`config.mk`:
```
export PLATFORM = sky130hd
export DESIGN_NAME = bpuf_crp_controller
export DESIGN_NICKNAME = d
export VERILOG_FILES = /design/src/rtl/bpuf_crp_controller.sv
export SDC_FILE = /design/constraint.sdc
export NUM_CORES = 1
export LEC_CHECK = 0
export CAP_MARGIN = 40
export CORE_MARGIN = 3
export CORE_UTILIZATION = 60
export DETAILED_ROUTE_END_ITERATION = 10
export DONT_BUFFER_PORTS = 1
export PLACE_DENSITY = 0.76
export SYNTH_ARGS = -nofsm -noshare
export SYNTH_HDL_FRONTEND = slang
export SYNTH_SLANG_ARGS = --single-unit
```
`constraint.sdc`:
```
create_clock -name clk -period 3.38 [get_ports clk]
set_input_delay 0.338 -clock clk [delete_from_list [all_inputs] [get_ports clk]]
set_output_delay 0.338 -clock clk [all_outputs]
set_load 0.02 [all_outputs]
```
`src/rtl/bpuf_crp_controller.sv`:
```
// bpuf_crp_controller: sequences clear/excite/sample cycles on a bistable-ring PUF and
// majority-votes synchronized samples into a response word plus instability mask.
module bpuf_crp_controller #(
  parameter int CHAL_W = 10,
  parameter int RESP_BITS = 8,
  parameter logic [CHAL_W-1:0] TAPS = 10'h240,
  parameter int RST_CYC = 4,
  parameter int SETTLE_CYC = 16,
  parameter int NUM_SAMPLES = 5
) (
  input  logic                 clk,
  input  logic                 rst_n,
  input  logic                 req_valid,
  output logic                 req_ready,
  input  logic [CHAL_W-1:0]    req_chal,
  output logic [CHAL_W-1:0]    puf_chal,
  input  logic                 puf_resp,
  output logic                 rsp_valid,
  input  logic                 rsp_ready,
  output logic [RESP_BITS-1:0] rsp_data,
  output logic [RESP_BITS-1:0] rsp_unstable,
  output logic                 busy
);
  localparam int MAXC = RST_CYC > SETTLE_CYC ? (RST_CYC > NUM_SAMPLES ? RST_CYC : NUM_SAMPLES)
                                             : (SETTLE_CYC > NUM_SAMPLES ? SETTLE_CYC : NUM_SAMPLES);
  localparam int PW = $clog2(MAXC) + 1;
  localparam int BW = $clog2(RESP_BITS) + 1;
  localparam int OW = $clog2(NUM_SAMPLES) + 1;
  typedef enum logic [2:0] {IDLE, CLEAR, EXCITE, SAMPLE, DONE} state_t;
  state_t state, state_n;
  logic [PW-1:0] cnt, cnt_n;
  logic [BW-1:0] bit_idx, bit_idx_n;
  logic [OW-1:0] ones, ones_n, ones_fin;
  logic [CHAL_W-1:0] lfsr, lfsr_n;
  logic [RESP_BITS-1:0] data, data_n, unst, unst_n;
  logic s1, s2, maj, flaky;
  assign req_ready = state == IDLE;
  assign busy = state != IDLE;
  assign rsp_valid = state == DONE;
  assign rsp_data = data;
  assign rsp_unstable = unst;
  assign ones_fin = ones + OW'(s2);
  assign maj = ones_fin > OW'(NUM_SAMPLES / 2);
  assign flaky = ones_fin != '0 && ones_fin != OW'(NUM_SAMPLES);
  always_comb begin
    state_n = state;
    cnt_n = cnt + PW'(1);
    bit_idx_n = bit_idx;
    ones_n = ones;
    lfsr_n = lfsr;
    data_n = data;
    unst_n = unst;
    case (state)
      IDLE: begin
        cnt_n = '0;
        if (req_valid) begin
          lfsr_n = req_chal == '0 ? CHAL_W'(1) : req_chal;
          bit_idx_n = '0;
          data_n = '0;
          unst_n = '0;
          state_n = CLEAR;
        end
      end
      CLEAR: if (cnt == PW'(RST_CYC - 1)) begin
        cnt_n = '0;
        state_n = EXCITE;
      end
      EXCITE: if (cnt == PW'(SETTLE_CYC - 1)) begin
        cnt_n = '0;
        ones_n = '0;
        state_n = SAMPLE;
      end
      SAMPLE: begin
        ones_n = ones_fin;
        if (cnt == PW'(NUM_SAMPLES - 1)) begin
          cnt_n = '0;
          data_n = data | (RESP_BITS'(maj) << bit_idx);
          unst_n = unst | (RESP_BITS'(flaky) << bit_idx);
          if (bit_idx == BW'(RESP_BITS - 1)) state_n = DONE;
          else begin
            bit_idx_n = bit_idx + BW'(1);
            lfsr_n = {lfsr[CHAL_W-2:0], ^(lfsr & TAPS)};
            state_n = CLEAR;
          end
        end
      end
      DONE: begin
        cnt_n = '0;
        if (rsp_ready) state_n = IDLE;
      end
      default: state_n = IDLE;
    endcase
  end
  // puf_chal is registered from next-state so every challenge is bracketed by CLEAR zeros
  always_ff @(posedge clk or negedge rst_n) begin
    if (!rst_n) begin
      state <= IDLE;
      cnt <= '0;
      bit_idx <= '0;
      ones <= '0;
      lfsr <= '0;
      data <= '0;
      unst <= '0;
      s1 <= 1'b0;
      s2 <= 1'b0;
      puf_chal <= '0;
    end else begin
      state <= state_n;
      cnt <= cnt_n;
      bit_idx <= bit_idx_n;
      ones <= ones_n;
      lfsr <= lfsr_n;
      data <= data_n;
      unst <= unst_n;
      s1 <= puf_resp;
      s2 <= s1;
      puf_chal <= (state_n == EXCITE || state_n == SAMPLE) ? lfsr_n : '0;
    end
  end
endmodule

```
---- Word-level counts from Yosys, hierarchy flattened ----
Index checks and enable logic that the tools add are counted.
operators by class
  equality and inequality tests ........... 15
  multiplexer cells ....................... 28
  shift-type cells ........................ 2
  add/subtract/negate cells ............... 3
  bitwise operators ....................... 2
  order comparisons ....................... 1
  reductions and logical operators ........ 13
operators with widths
  operator                                                       number
  2-to-1 mux 10 bit                                              5
  one-hot mux 8 bit (2 select lines)                             2
  2-to-1 mux 8 bit                                               3
  one-hot mux 10 bit (2 select lines)                            1
  one-hot mux 5 bit (4 select lines)                             1
  2-to-1 mux 3 bit                                               6
  2-to-1 mux 4 bit                                               4
  OR 8 bit                                                       2
  one-hot mux 4 bit (2 select lines)                             2
  << shifter 1 x 4 -> 8 bit                                      2
  2-to-1 mux 5 bit                                               3
  one-hot mux 3 bit (5 select lines)                             1
  equality test 3 x 2 -> 1 bit, second input constant            4
  logical NOT 10 bit                                             1
  XOR reduction 10 bit                                           1
  != test 2 bit, second input constant                           4
  adder 5 x 1 -> 5 bit, second input constant                    1
  equality test 5 x 2 -> 1 bit, second input constant            1
  equality test 5 x 3 -> 1 bit, second input constant            1
  equality test 5 x 4 -> 1 bit, second input constant            1
  adder 4 x 1 -> 4 bit                                           1
  adder 4 x 1 -> 4 bit, second input constant                    1
  equality test 4 x 3 -> 1 bit, second input constant            1
  greater-than comparator 4 x 2 -> 1 bit, second input constant  1
  other kinds (13)                                               14
word-level totals
  bits in registers ....................... 54
  input bits .............................. 15
  logic and storage cells ................. 74
  output and inout port bits .............. 29

---- Logic depth before layout (Yosys ltp) ----
Gate-level depths: netlist of the first run.
  word-level depth ........................ 7
  gate-level depth with buffers ........... 7
  mapped depth without buffers ............ 7

---- Least setup slack after synthesis of the first run ----
Ideal clock, no wire load.
  path type ............................... register -> register
  start ................................... reg ones[0]
  end ..................................... reg unst[1], in the netlist rsp_unstable[1]
  stages on the path, launching flop included .. 7
  arrival time ............................ 1.669 ns
  path buffers ............................ 0
  period minus slack after synthesis ...... 1.819 ns
  slack ................................... 1.561 ns
  data required time ...................... 3.230 ns
  library setup time ...................... 0.150 ns
  cells stage by stage .................... dfrtp_1 > ha_1 > ha_1 > xnor2_1 > xnor2_1 > nor3_1 > o31ai_1
on the way
  longest elaborated chain between the ends .. 7
  elaborated cells on any way between the ends .. 8
  those cells by class .................... add/sub (1); eq/ne (1); shift (1); mux (2); bitwise (1); reduce/logical (2)
ends and longest elaborated chain
  item                                                                 line  RTL
  start: declaration                                                   33    logic [OW-1:0] ones, ones_n, ones_fin;
  start signal: assignment                                             111   ones <= ones_n;
  adder 4 x 1 -> 4 bit *                                               42    assign ones_fin = ones + OW'(s2);
  != test 4 x 3 -> 1 bit / nonzero test 4 bit (equally long branches)  44    assign flaky = ones_fin != '0 && ones_fin != OW'(NUM_SAMPLES);
  logical AND 1 bit *                                                  44
  << shifter 1 x 4 -> 8 bit *                                          78    unst_n = unst | (RESP_BITS'(flaky) << bit_idx);
  OR 8 bit *                                                           78
  2-to-1 mux 8 bit *                                                   75    if (cnt == PW'(NUM_SAMPLES - 1)) begin
  one-hot mux 8 bit (2 select lines) *                                 53    case (state)
  end signal: assignment                                               114   unst <= unst_n;
  end: declaration                                                     35    logic [RESP_BITS-1:0] data, data_n, unst, unst_n;
Every way passes the cells marked *; elsewhere a longest branch is shown, timed or not. The select of a mux whose other input is x is not followed.
A chain may end at the register's enable or synchronous reset.

---- Worst setup path in the final report of the first run ----
  start ................................... reg cnt[0]
  end ..................................... reg puf_chal[8]
on the way
  elaborated cells on any way between the ends .. 13
  those cells by class .................... eq/ne (5); mux (7); reduce/logical (1)
RTL lines
  item                                 line  RTL
  start: declaration                   31    logic [PW-1:0] cnt, cnt_n;
  start signal: assignment             109   cnt <= cnt_n;
  equality test 5 x 3 -> 1 bit         75
  2-to-1 mux 10 bit                    75
  one-hot mux 10 bit (2 select lines)  53
  via lfsr_n[8]                        34    logic [CHAL_W-1:0] lfsr, lfsr_n;
  2-to-1 mux 10 bit                    117   puf_chal <= (state_n == EXCITE || state_n == SAMPLE) ? lfsr_n : '0;
  end signal: assignment               117
  end: declaration                     16    output logic [CHAL_W-1:0] puf_chal,
The timed path passes the listed nets, and every way through them passes these cells.

==> metrics.md, run 1 <==
| Metric | Value |
|---|---|
| Status | `complete, no violations` |
| Simple-gate portion of the synthesized area | `roughly 20%` |
| Synthesized cell area | `2530 um^2` |
| Crit path buffers/inverters | `1` |
| Sequential share of the synthesized area | `53.4%` |
| Post-Syn Instances | `233` |
| Clock transition at path regs | `0.09 ns` |
| Fill count | `289` |
| Setup TNS | `0 ns` |
| DR vias | `between 1500 and 2000` |
| EDFF count, synth | `0` |
| Critical Path Sink Type | `register` |
| Min-Delay Path Class | `primary input to register` |
| Final setup fails | `0` |
| Area growth syn-to-layout | `6.33%` |
| Final max-slew violation count | `0` |
| Cell with the largest stage delay on the worst path | `a31oi_1` |
| Peak supply drop | `0.431 mV` |
| Synth Area in Compound Gates | `16.2%` |
| Post-synthesis mux area share | `0.445%` |
| Tcrit/Tclk final | `about two thirds` |
| Synth async-reset ratio | `100%` |
| GR Overflow Total | `0` |
| Chip width | `70.9 um` |
| Vias per cell | `between 6 and 7` |
| Die Ht | `70.9 um` |
| PnR worst setup slack | `1.10 ns` |
| CP Class | `register to register` |
| Gr usage total | `21.8%` |
| Rows | `22` |
| RePlAce Congestion | `roughly 0.84` |
| Final Routed Wirelength | `about 5300 um` |
| Nets | `255` |
| Critical Path AT | `2.52 ns` |
| Post-place setup slack | `1.10 ns` |
| Share of the synthesized area in the top cell type | `about 53%` |
| Leak | `1.20 nW` |
| Antenna viol nets, final | `0` |
| Detailed placement HPWL | `around 3800 um` |
| Yosys warnings | `0` |
| Max Cap Viol | `0` |
| CTS tree | `built` |
| P per Cell Area | `between 800 and 900 nW/um^2` |
| Comb power frac | `between 30 and 40%` |
| Detailed Routing Iterations Pass 1 | `4` |
| Synth Area in Adders | `3.46%` |
| Area after DPL | `roughly 2600 um^2` |
| Switching part of the total | `40.6%` |
| Postcts setup bufs | `0` |
| # H-tree levels | `2` |
| Drt wl/cell | `18.7 um` |
| Max stage delay on crit path | `0.79 ns` |
| Hold Crit Start | `puf_resp` |
| CP required | `3.62 ns` |
| Dominant cell type by area after synthesis | `dfrtp_1` |
| Yosys cell types | `48` |
| Reg power frac | `roughly half` |
| Root Buffer | `clkbuf_8` |
| Worst hold stages | `0` |
| Synth area leaders | `dfrtp_1, and2_1, a221o_1, nand2_1, ha_1` |
| Clk_skew | `0.0111 ns` |
| Layout cells sized above 1 | `around 8.1%` |
| Net switching power | `0.901 mW` |
| Initial core utilization | `65.6%` |
| Cts bufs inserted | `5` |
| Mapped Nets | `255` |
| Post-synth top flop | `dfrtp_1` |
| Clock power share | `between 10% and 20%` |
| Post-Synth XOR/XNOR Area | `slightly above 3%` |
| Drt drc | `0` |
| Initial DRC Count | `135` |
| CTS Sinks | `54` |
| Die ar. | `5030 um^2` |
| Register area | `1350 um^2` |
| Initial antenna violation count | `0` |
| Crit path from | `cnt[0]` |
| Multi-input logic area | `1090 um^2` |
| Critical path, cell by cell | `inv_1 -> ha_1 -> and4bb_2 -> a31oi_1 -> a221o_1 -> and2_1` |
| Slew @ Worst Pin | `a little under 1 ns` |
| Io pins | `44` |
| Worst r2r path cells | `6` |
| ANT cells | `0` |
| Worst slew margin | `35.6%` |
| Crit Path Max Fanout | `11` |
| Final hold slack | `0.0638 ns` |
| Tmin final | `2.28 ns` |
| RR Startpoint | `cnt[0]` |
| Crit start category | `register` |
| Largest family of logic cells by synthesized area | `simple AND/OR/NAND/NOR gates` |
| Clk Latency, worst-skew pair | `0.30 ns` |
| Number of global-route vias before repair | `1853` |
| Avg Cell Area, Syn | `10.9 um^2` |
| Register bit total from synthesis | `54` |
| Finished layout cell area | `~2700 um^2` |
| PortBufs | `0` |
| Top delay family on crit path | `compound AO/OA/AOI/OAI gates` |
| Longest Clk Path Bufs | `2` |
| Int Power | `1.32 mW` |
| Core ar. | `3850 um^2` |
| Critical path depth | `6` |
| Fmax | `0.438 GHz` |
| Endpoints failing hold | `0` |
| Unrepaired setup endpoints after global routing | `no` |
| Largest net degree at the start of global routing | `55` |
| First-pass GRT wire length | `8780 um` |
[timing repair]
| item | in CTS | in global routing |
|---|---|---|
| resized for setup | 0 | 0 |
| setup endpoints to repair | 0 | 0 |
| hold endpoints to repair | 54 | 0 |
| hold buffers | 2 | 0 |
[cells by family after synthesis]
family          after synthesis
simple gates                 87
compound gates               54
flops                        54
buf+inv                      22
xor+xnor                      8
fa+ha+maj                     7
mux                           1
[power groups by stage]
stage / sequential (mW) / combinational, mW / clock [mW]
3_5_place_dp: 1.15 / 0.695 / 0
3_3_place_gp: 1.13 / 0.652 / 0
2_1_floorplan: 1.06 / 0.606 / 0
4_1_cts: 1.13 / 0.716 / 0.372
5_1_grt: 1.16 / 0.811 / 0.397
6_report: 1.13 / 0.715 / 0.367
[cell usage in the layout (no fill, tap or decap), types with 2 or more instances in the layout]
cell type	instances
xnor2_1	5
xor2_1	2
nand2b_1	5
and3b_1	2
a32o_1	3
ha_1	7
a21oi_1	6
a31oi_1	2
nor2b_1	2
nor3b_1	3
a221o_1	9
inv_1	10
dfrtp_1	54
o21ai_1	8
and2_1	18
nor4_1	4
buf_4	2
nand3b_1	2
clkbuf_8	6
nor2_1	6
o31ai_1	5
or3_1	2
nand2_1	24
nand3_1	6
o41ai_1	2
nor3_1	7
o21ai_0	5
a22o_1	3
[metal layers]
| layer | routed length [um] | GRT usage (%) | up-vias |
|---|---|---|---|
| met3 | 332 | 5.68 | 10 |
| met5 | 0 | 0 | - |
| li1 | - | - | 840 |
| met4 | 83 | 7.10 | 0 |
| met2 | 2590 | 35.8 | 58 |
| met1 | 2250 | 28.2 | 855 |
[final timing paths]
kind / to / slack, ns
min reg2reg: s2 / 0.35
max reg2reg: puf_chal[8] / 1.10
min in group asynchronous: puf_chal[4] / 0.58
min: s1 / 0.06
max in group asynchronous: ones[3] / 2.58
max: puf_chal[8] / 1.10
[registers in the layout, indices dropped and copies added (netlist names)]
name,flops
s2,1
state,3
puf_chal,10
rsp_data,8
s1,1
rsp_unstable,8
lfsr,10
bit_idx,4
cnt,5
ones,4
[layout make-up]
type / count / area share (%)
Inverter: 11 / 1.54
Clock inverter: 1 / 0.186
Sequential cell: 54 / 50.3
Tap cell: 48 / 2.23
Timing Repair Buffer: 4 / 1.95
Clock buffer: 7 / 3.21
Multi-Input combinational cell: 157 / 40.6
[cell usage after synthesis (all sizes together), types with 7 or more instances]
master	count
dfrtp	54
a221o	9
clkbuf	9
ha	7
o21ai	13
nor3	7
and2	18
inv	11
nand2	24
[metrics by stage]
stage / utilization, % / power (mW) / std cells
6_report: 69.8 / 2.22 / 282
5_1_grt: 69.8 / 2.37 / 282
4_1_cts: 69.8 / 2.22 / 282
3_5_place_dp: 66.4 / 1.84 / 272
3_3_place_gp: 66.4 / 1.79 / 272
2_1_floorplan: - / 1.67 / 233
(Power assumes the default switching activity.)
==> run 2: changes to the inputs <==
--- a/config.mk
+++ b/config.mk
@@ -7,10 +7,10 @@
 export LEC_CHECK = 0
 export CAP_MARGIN = 40
 export CORE_MARGIN = 3
-export CORE_UTILIZATION = 60
+export CORE_UTILIZATION = 56
 export DETAILED_ROUTE_END_ITERATION = 10
 export DONT_BUFFER_PORTS = 1
-export PLACE_DENSITY = 0.76
+export PLACE_DENSITY = 0.74
 export SYNTH_ARGS = -nofsm -noshare
 export SYNTH_HDL_FRONTEND = slang
 export SYNTH_SLANG_ARGS = --single-unit
==> constraint.sdc (replaced) <==
create_clock -name clk -period 1.9 [get_ports clk]
set_input_delay 0.19 -clock clk [delete_from_list [all_inputs] [get_ports clk]]
set_output_delay 0.19 -clock clk [all_outputs]
set_load 0.02 [all_outputs]
==> run 2 against run 1 <==
Sequential cell count unchanged; global-route usage fell by 0.64 points; highest routed layer unchanged; die area grew 6.5%; non-clock buffer count up 19; hold slack gained 0.022 ns; core utilization shrank 1.2 points; fmax increased by 23%; largest power group unchanged; clock power rose by 76%; clock-buffer cell count shrank 2; via count up 4.3%; sequential power increased by 76%.
==> metrics.md, run 2 (synthesis gave the netlist of run 1 again) <==
| Metric | Value |
|---|---|
| Status | `complete, no violations` |
| Largest regs | `lfsr: 10 flops, puf_chal: 10 flops` |
| R2R Path End | `rsp_unstable[2]` |
| Endpoints failing hold | `0 (unchanged)` |
| Drt drc | `0 (unchanged)` |
| Setup TNS | `0 ns (unchanged)` |
| GR Overflow Total | `0 (unchanged)` |
| Io pins | `44 (unchanged)` |
| Final Power | `4.18 mW (+88%)` |
| Peak supply drop | `0.664 mV (+54%)` |
| CP Class | `register to register` |
| Worst r2r path cells | `7 (+1)` |
| Most common cell after layout, fill and taps aside | `dfrtp_1` |
| Core ar. | `4170 um^2 (+8.3%)` |
| Slew @ Worst Pin | `0.528 ns (-0.435 ns)` |
| Die ar. | `5360 um^2 (+6.5%)` |
| DR vias | `1839 (+4.3%)` |
| PortBufs | `0 (unchanged)` |
| Multi-input logic area | `1110 um^2 (+2.1%)` |
| Leak | `1.30 nW (+8.0%)` |
| Detailed placement HPWL | `3690 um (-2.6%)` |
| RR Startpoint | `ones[0]` |
| Vias per cell | `6.07 (-2.9%)` |
| Finished layout cell area | `2860 um^2 (+6.5%)` |
| Final setup fails | `0 (unchanged)` |
| Area after DPL | `2680 um^2 (+4.5%)` |
| Worst slew margin | `64.7% (+29 points)` |
| Min-Delay Path Class | `primary input to register` |
| CTS Sinks | `54 (unchanged)` |
| PnR worst setup slack | `0.0477 ns (-1.05 ns)` |
| Fill count | `309 (+6.9%)` |
| Fmax | `0.540 GHz (+23%)` |
| Initial core utilization | `60.6% (-5.0 points)` |
| Max Cap Viol | `0 (unchanged)` |
| Critical Path Sink Type | `register` |
| Critical Path AT | `2.04 ns (-0.48 ns)` |
| Rows | `23 (+4.5%)` |
| CTS tree | `built` |
| Clock transition at path regs | `0.10 ns (about the same)` |
| Layout cells sized above 1 | `17.0% (+8.9 points)` |
| # H-tree levels | `2 (unchanged)` |
| Most frequent cells in the layout | `dfrtp_1, nand2_1, and2_1, buf_4, inv_1` |
| Antenna viol nets, final | `0 (unchanged)` |
| Crit Path Max Fanout | `8 (-3)` |
| Crit start category | `register` |
| Gr usage total | `21.1% (-0.64 points)` |
| Critical path, cell by cell | `ha_1 -> ha_1 -> xnor2_2 -> xnor2_1 -> nor3_1 -> buf_4 -> o41ai_2` |
| Register area | `1350 um^2 (+0.19%)` |
| Post-place setup slack | `0.0600 ns (-1.05 ns)` |
| Worst hold stages | `2 (+2)` |
| Cts bufs inserted | `5 (unchanged)` |
| Max stage delay on crit path | `0.39 ns (-0.40 ns)` |
| Chip width | `73.2 um (+3.2%)` |
| Largest net degree at the start of global routing | `55 (unchanged)` |
| Longest Clk Path Bufs | `2 (unchanged)` |
| Detailed Routing Iterations Pass 1 | `4 (unchanged)` |
| Crit path buffers/inverters | `1 (unchanged)` |
| Internal reg-to-reg setup slack | `0.05 ns (-1.05 ns)` |
| Number of global-route vias before repair | `1883 (+1.6%)` |
| Clk Latency, worst-skew pair | `0.30 ns (about the same)` |
| Clk_skew | `0.0104 ns (-0.000668 ns)` |
| Most frequent CP cell | `ha_1` |
| Tmin final | `1.85 ns (-0.429 ns)` |
| Tcrit/Tclk final | `97.5% (+30 points)` |
| Cell with the largest stage delay on the worst path | `dfrtp_1` |
| Initial DRC Count | `161 (+19%)` |
| Final Routed Wirelength | `5350 um (+1.6%)` |
| Area growth syn-to-layout | `13.2%` |
| Drt wl/cell | `17.6 um (-5.4%)` |
| RePlAce Congestion | `0.868 (+3.7%)` |
| Root Buffer | `clkbuf_8` |
| Die Ht | `73.2 um (+3.2%)` |
| CP required | `2.09 ns (-1.53 ns)` |
| P per Cell Area | `1460 nW/um^2 (+77%)` |
| Unrepaired setup endpoints after global routing | `yes` |
| Hold EP | `lfsr[0]` |
| Hold Crit Start | `req_valid` |
| Nets | `274 (+7.5%)` |
| ANT cells | `0 (unchanged)` |
| Initial antenna violation count | `0 (unchanged)` |
| Top delay family on crit path | `adder cells` |
| First-pass GRT wire length | `8870 um (+1.1%)` |
| Final max-slew violation count | `0 (unchanged)` |
run 2: cell types whose count changed in the layout (fill, tap and decap cells not counted), moves of 2 or more:
cell	delta
buf_4	+16
clkinvlp_4	+2
dfrtp_1	-2
dfrtp_2	+2
dlygate4sd3_1	+2
run 2: worst register-to-register path, cell delays in order, from the launching register on:
cell     delay, ns
dfrtp_1       0.39
ha_1          0.22
ha_1          0.23
xnor2_2       0.20
xnor2_1       0.14
nor3_1        0.06
buf_4         0.18
o41ai_2       0.34
run 2: layout make-up:
class	count	share of cell area [%]
Clock buffer	5	2.40
Clock inverter	3	0.830
Inverter	11	1.44
Multi-Input combinational cell	157	38.9
Sequential cell	54	47.3
Tap cell	50	2.19
Timing Repair Buffer	23	6.91
run 2: through the flow:
step | util (%) | std cells | hold WS (ns)
after floorplan | - | 233 | -0.106
after detailed placement | 64.1 | 289 | -0.104
after global placement | 64.1 | 289 | -0.104
after global routing | 68.6 | 303 | 0.0917
after CTS | 67.7 | 301 | 0.0790
final | 68.6 | 303 | 0.0859
run 2: worst max-delay path by stage:
stage                     cells after the start         endpoint     from
after floorplan                               6  rsp_unstable[1]  ones[0]
after global routing                          7  rsp_unstable[2]  ones[0]
after global placement                        7  rsp_unstable[0]  ones[0]
after detailed placement                      7  rsp_unstable[0]  ones[0]
after CTS                                     6      rsp_data[0]   cnt[0]
final                                         7  rsp_unstable[2]  ones[0]
run 2: layer usage:
metal / vias to the layer above / track usage [%] / routed length (um)
li1: 868 / - / -
met1: 910 / 27.9 / 2300
met2: 53 / 34.6 / 2660
met3: 8 / 3.86 / 291
met4: 0 / 7.79 / 90
met5: - / 0 / 0
run 2: timing repair:
item | CTS | global route
endpoints found under the hold margin | 56 | 0
hold buffers | 4 | 0
endpoints found under the setup margin | 0 | 18
resized for setup | 0 | 7
setup buffers | 0 | 1
run 2: report_power, final:
part / total (mW) / switching (mW) / leakage [nW] / internal, mW
clock: 0.645 / 0.381 / 0.0408 / 0.264
sequential: 1.99 / 0.483 / 0.706 / 1.51
combinational: 1.54 / 0.818 / 0.548 / 0.724
total: 4.18 / 1.68 / 1.30 / 2.49
==> run 3: changes to the inputs <==
--- a/config.mk
+++ b/config.mk
@@ -7,10 +7,10 @@
 export LEC_CHECK = 0
 export CAP_MARGIN = 40
 export CORE_MARGIN = 3
-export CORE_UTILIZATION = 56
+export CORE_UTILIZATION = 60
 export DETAILED_ROUTE_END_ITERATION = 10
 export DONT_BUFFER_PORTS = 1
-export PLACE_DENSITY = 0.74
+export PLACE_DENSITY = 0.76
 export SYNTH_ARGS = -nofsm -noshare
 export SYNTH_HDL_FRONTEND = slang
 export SYNTH_SLANG_ARGS = --single-unit
==> constraint.sdc (replaced) <==
create_clock -name clk -period 2.1 [get_ports clk]
set_input_delay 0.21 -clock clk [delete_from_list [all_inputs] [get_ports clk]]
set_output_delay 0.21 -clock clk [all_outputs]
set_load 0.02 [all_outputs]
==> run 3 against run 2 <==
Via count is 2.3% higher; sequential power shrank 9%; final cell count down 3.6%; critical path type unchanged; largest cell class unchanged; largest power group unchanged.
==> metrics.md, run 3 (synthesis gave the netlist of run 1 again) <==
| Metric | Value |
|---|---|
| Nets | `265 (-3.3%)` |
| Final Routed Wirelength | `5460 um (+2.2%)` |
| PortBufs | `0 (unchanged)` |
| Crit path from | `state[1]` |
| Most common cell after layout, fill and taps aside | `dfrtp_1` |
| Unrepaired setup endpoints after global routing | `no` |
| Die Ht | `70.9 um (-3.1%)` |
| Detailed Routing Iterations Pass 1 | `4 (unchanged)` |
| Drt drc | `0 (unchanged)` |
| GR Overflow Total | `0 (unchanged)` |
| ANT cells | `0 (unchanged)` |
| Post-CTS resize count | `0 (unchanged)` |
| Initial core utilization | `65.6% (+5.0 points)` |
| Critical Path AT | `2.15 ns (+0.11 ns)` |
| Cts bufs inserted | `5 (unchanged)` |
| Finished layout cell area | `2820 um^2 (-1.5%)` |
| Gr usage total | `22.5% (+1.4 points)` |
| Final hold slack | `0.0976 ns (+0.0117 ns)` |
| Vias per cell | `6.44 (+6.1%)` |
| Die ar. | `5030 um^2 (-6.1%)` |
| CP endpoint | `rsp_data[2]` |
| Clock transition at path regs | `0.09 ns (about the same)` |
| Final setup fails | `0 (unchanged)` |
| Most frequent cells in the layout | `dfrtp_1, nand2_1, and2_1, inv_1, buf_4` |
| Antenna viol nets, final | `0 (unchanged)` |
| Endpoints failing hold | `0 (unchanged)` |
| Critical Path Sink Type | `register` |
| RePlAce Congestion | `0.867 (-0.14%)` |
| Chip width | `70.9 um (-3.1%)` |
| Critical path depth | `4 (-3)` |
| Clk Latency, worst-skew pair | `0.31 ns (about the same)` |
| CTS Sinks | `54 (unchanged)` |
| Leak | `1.27 nW (-1.9%)` |
| Post-place setup slack | `0.176 ns (+0.116 ns)` |
| Status | `complete, no violations` |
| Internal reg-to-reg setup slack | `0.15 ns (+0.10 ns)` |
| Fmax | `0.512 GHz (-5.2%)` |
| Critical path, cell by cell | `or3_1 -> inv_2 -> nand2_1 -> a32o_1` |
| Rows | `22 (-4.3%)` |
| CTS tree | `built` |
| Peak supply drop | `0.875 mV (+32%)` |
| Postcts setup bufs | `0 (unchanged)` |
| RR Startpoint | `state[1]` |
| PnR worst setup slack | `0.147 ns (+0.0994 ns)` |
| Initial antenna violation count | `0 (unchanged)` |
| CP required | `2.30 ns (+0.21 ns)` |
| Worst slew margin | `64.4% (-0.31 points)` |
| Max Cap Viol | `0 (unchanged)` |
| Longest Clk Path Bufs | `2 (unchanged)` |
| DR vias | `1881 (+2.3%)` |
| Crit start category | `register` |
| Top delay family on crit path | `simple AND/OR/NAND/NOR gates` |
| Tmin final | `1.95 ns (+0.101 ns)` |
| Number of global-route vias before repair | `1889 (+0.32%)` |
| Hold_buf cts | `4 (unchanged)` |
| CP Class | `register to register` |
| P per Cell Area | `1400 nW/um^2 (-3.9%)` |
| Cell with the largest stage delay on the worst path | `dfrtp_1` |
| Multi-input logic area | `1090 um^2 (-2.0%)` |
| R2R Path End | `rsp_data[2]` |
| Drt wl/cell | `18.7 um (+6.0%)` |
| Largest regs | `lfsr: 10 flops, puf_chal: 10 flops` |
| Crit path buffers/inverters | `1 (unchanged)` |
| Tcrit/Tclk final | `93.0% (-4.5 points)` |
| # H-tree levels | `2 (unchanged)` |
| Initial DRC Count | `184 (+14%)` |
| Crit Path Max Fanout | `16 (+8)` |
| First-pass GRT wire length | `9030 um (+1.7%)` |
| Root Buffer | `clkbuf_8` |
| Setup TNS | `0 ns (unchanged)` |
| Max stage delay on crit path | `0.54 ns (+0.15 ns)` |
| Area after DPL | `2620 um^2 (-2.1%)` |
| Detailed placement HPWL | `3820 um (+3.6%)` |
| Final max-slew violation count | `0 (unchanged)` |
| Io pins | `44 (unchanged)` |
| Slew @ Worst Pin | `0.532 ns (+0.00457 ns)` |
| Min-Delay Path Class | `primary input to register` |
| Clk_skew | `0.00613 ns (-0.00425 ns)` |
| Fill count | `250 (-19%)` |
| Area growth syn-to-layout | `11.5%` |
| Core ar. | `3850 um^2 (-7.6%)` |
| Register area | `1350 um^2 (-0.18%)` |
| Layout cells sized above 1 | `11.5% (-5.5 points)` |
| Largest net degree at the start of global routing | `55 (unchanged)` |
| Worst r2r path cells | `4 (-3)` |
run 3: area by class of cell:
class	count	share of cell area, %
inverters	11	1.46
repair buffers	14	4.70
well taps	48	2.13
flip-flops and latches	54	47.9
clock buffers	6	2.93
clock inverters	2	2.13
multi-input cells	157	38.7
run 3: worst min path at each step:
stage               startpoint              end  slack [ns]  depth (start not counted)
finish               req_valid          lfsr[0]         0.1                          2
global route         req_valid          lfsr[0]        0.12                          2
CTS                  req_valid          lfsr[0]         0.1                          2
detailed placement       rst_n  rsp_unstable[6]       -0.08                          0
global placement         rst_n  rsp_unstable[6]       -0.08                          0
floorplan                rst_n       bit_idx[0]       -0.09                          0
run 3: metal layers:
layer	up-vias	global-route usage [%]	wire, um
met4	0	9.39	84
met2	80	37.9	2830
met3	9	4.83	354
met5	-	0	0
met1	938	28.2	2190
li1	854	-	-
run 3: stage by stage:
| stage | utilization, % | total power, mW | std cells |
|---|---|---|---|
| floorplan | - | 2.69 | 233 |
| global placement | 68.0 | 2.99 | 280 |
| detailed placement | 68.0 | 3.06 | 280 |
| CTS | 73.2 | 3.95 | 292 |
| global route | 73.2 | 4.18 | 292 |
| finish | 73.2 | 3.95 | 292 |
run 3: worst register-to-register path, cell delays in order, from the launching register on:
cell and delay (ns):
dfrtp_1 0.54, or3_1 0.46, inv_2 0.16, nand2_1 0.35, a32o_1 0.35
run 3: power by group:
group	internal, mW	switching (mW)	leakage [nW]
Combinational	0.580	0.729	0.491
Sequential	1.36	0.448	0.708
Clock	0.508	0.331	0.0714
Total	2.45	1.51	1.27
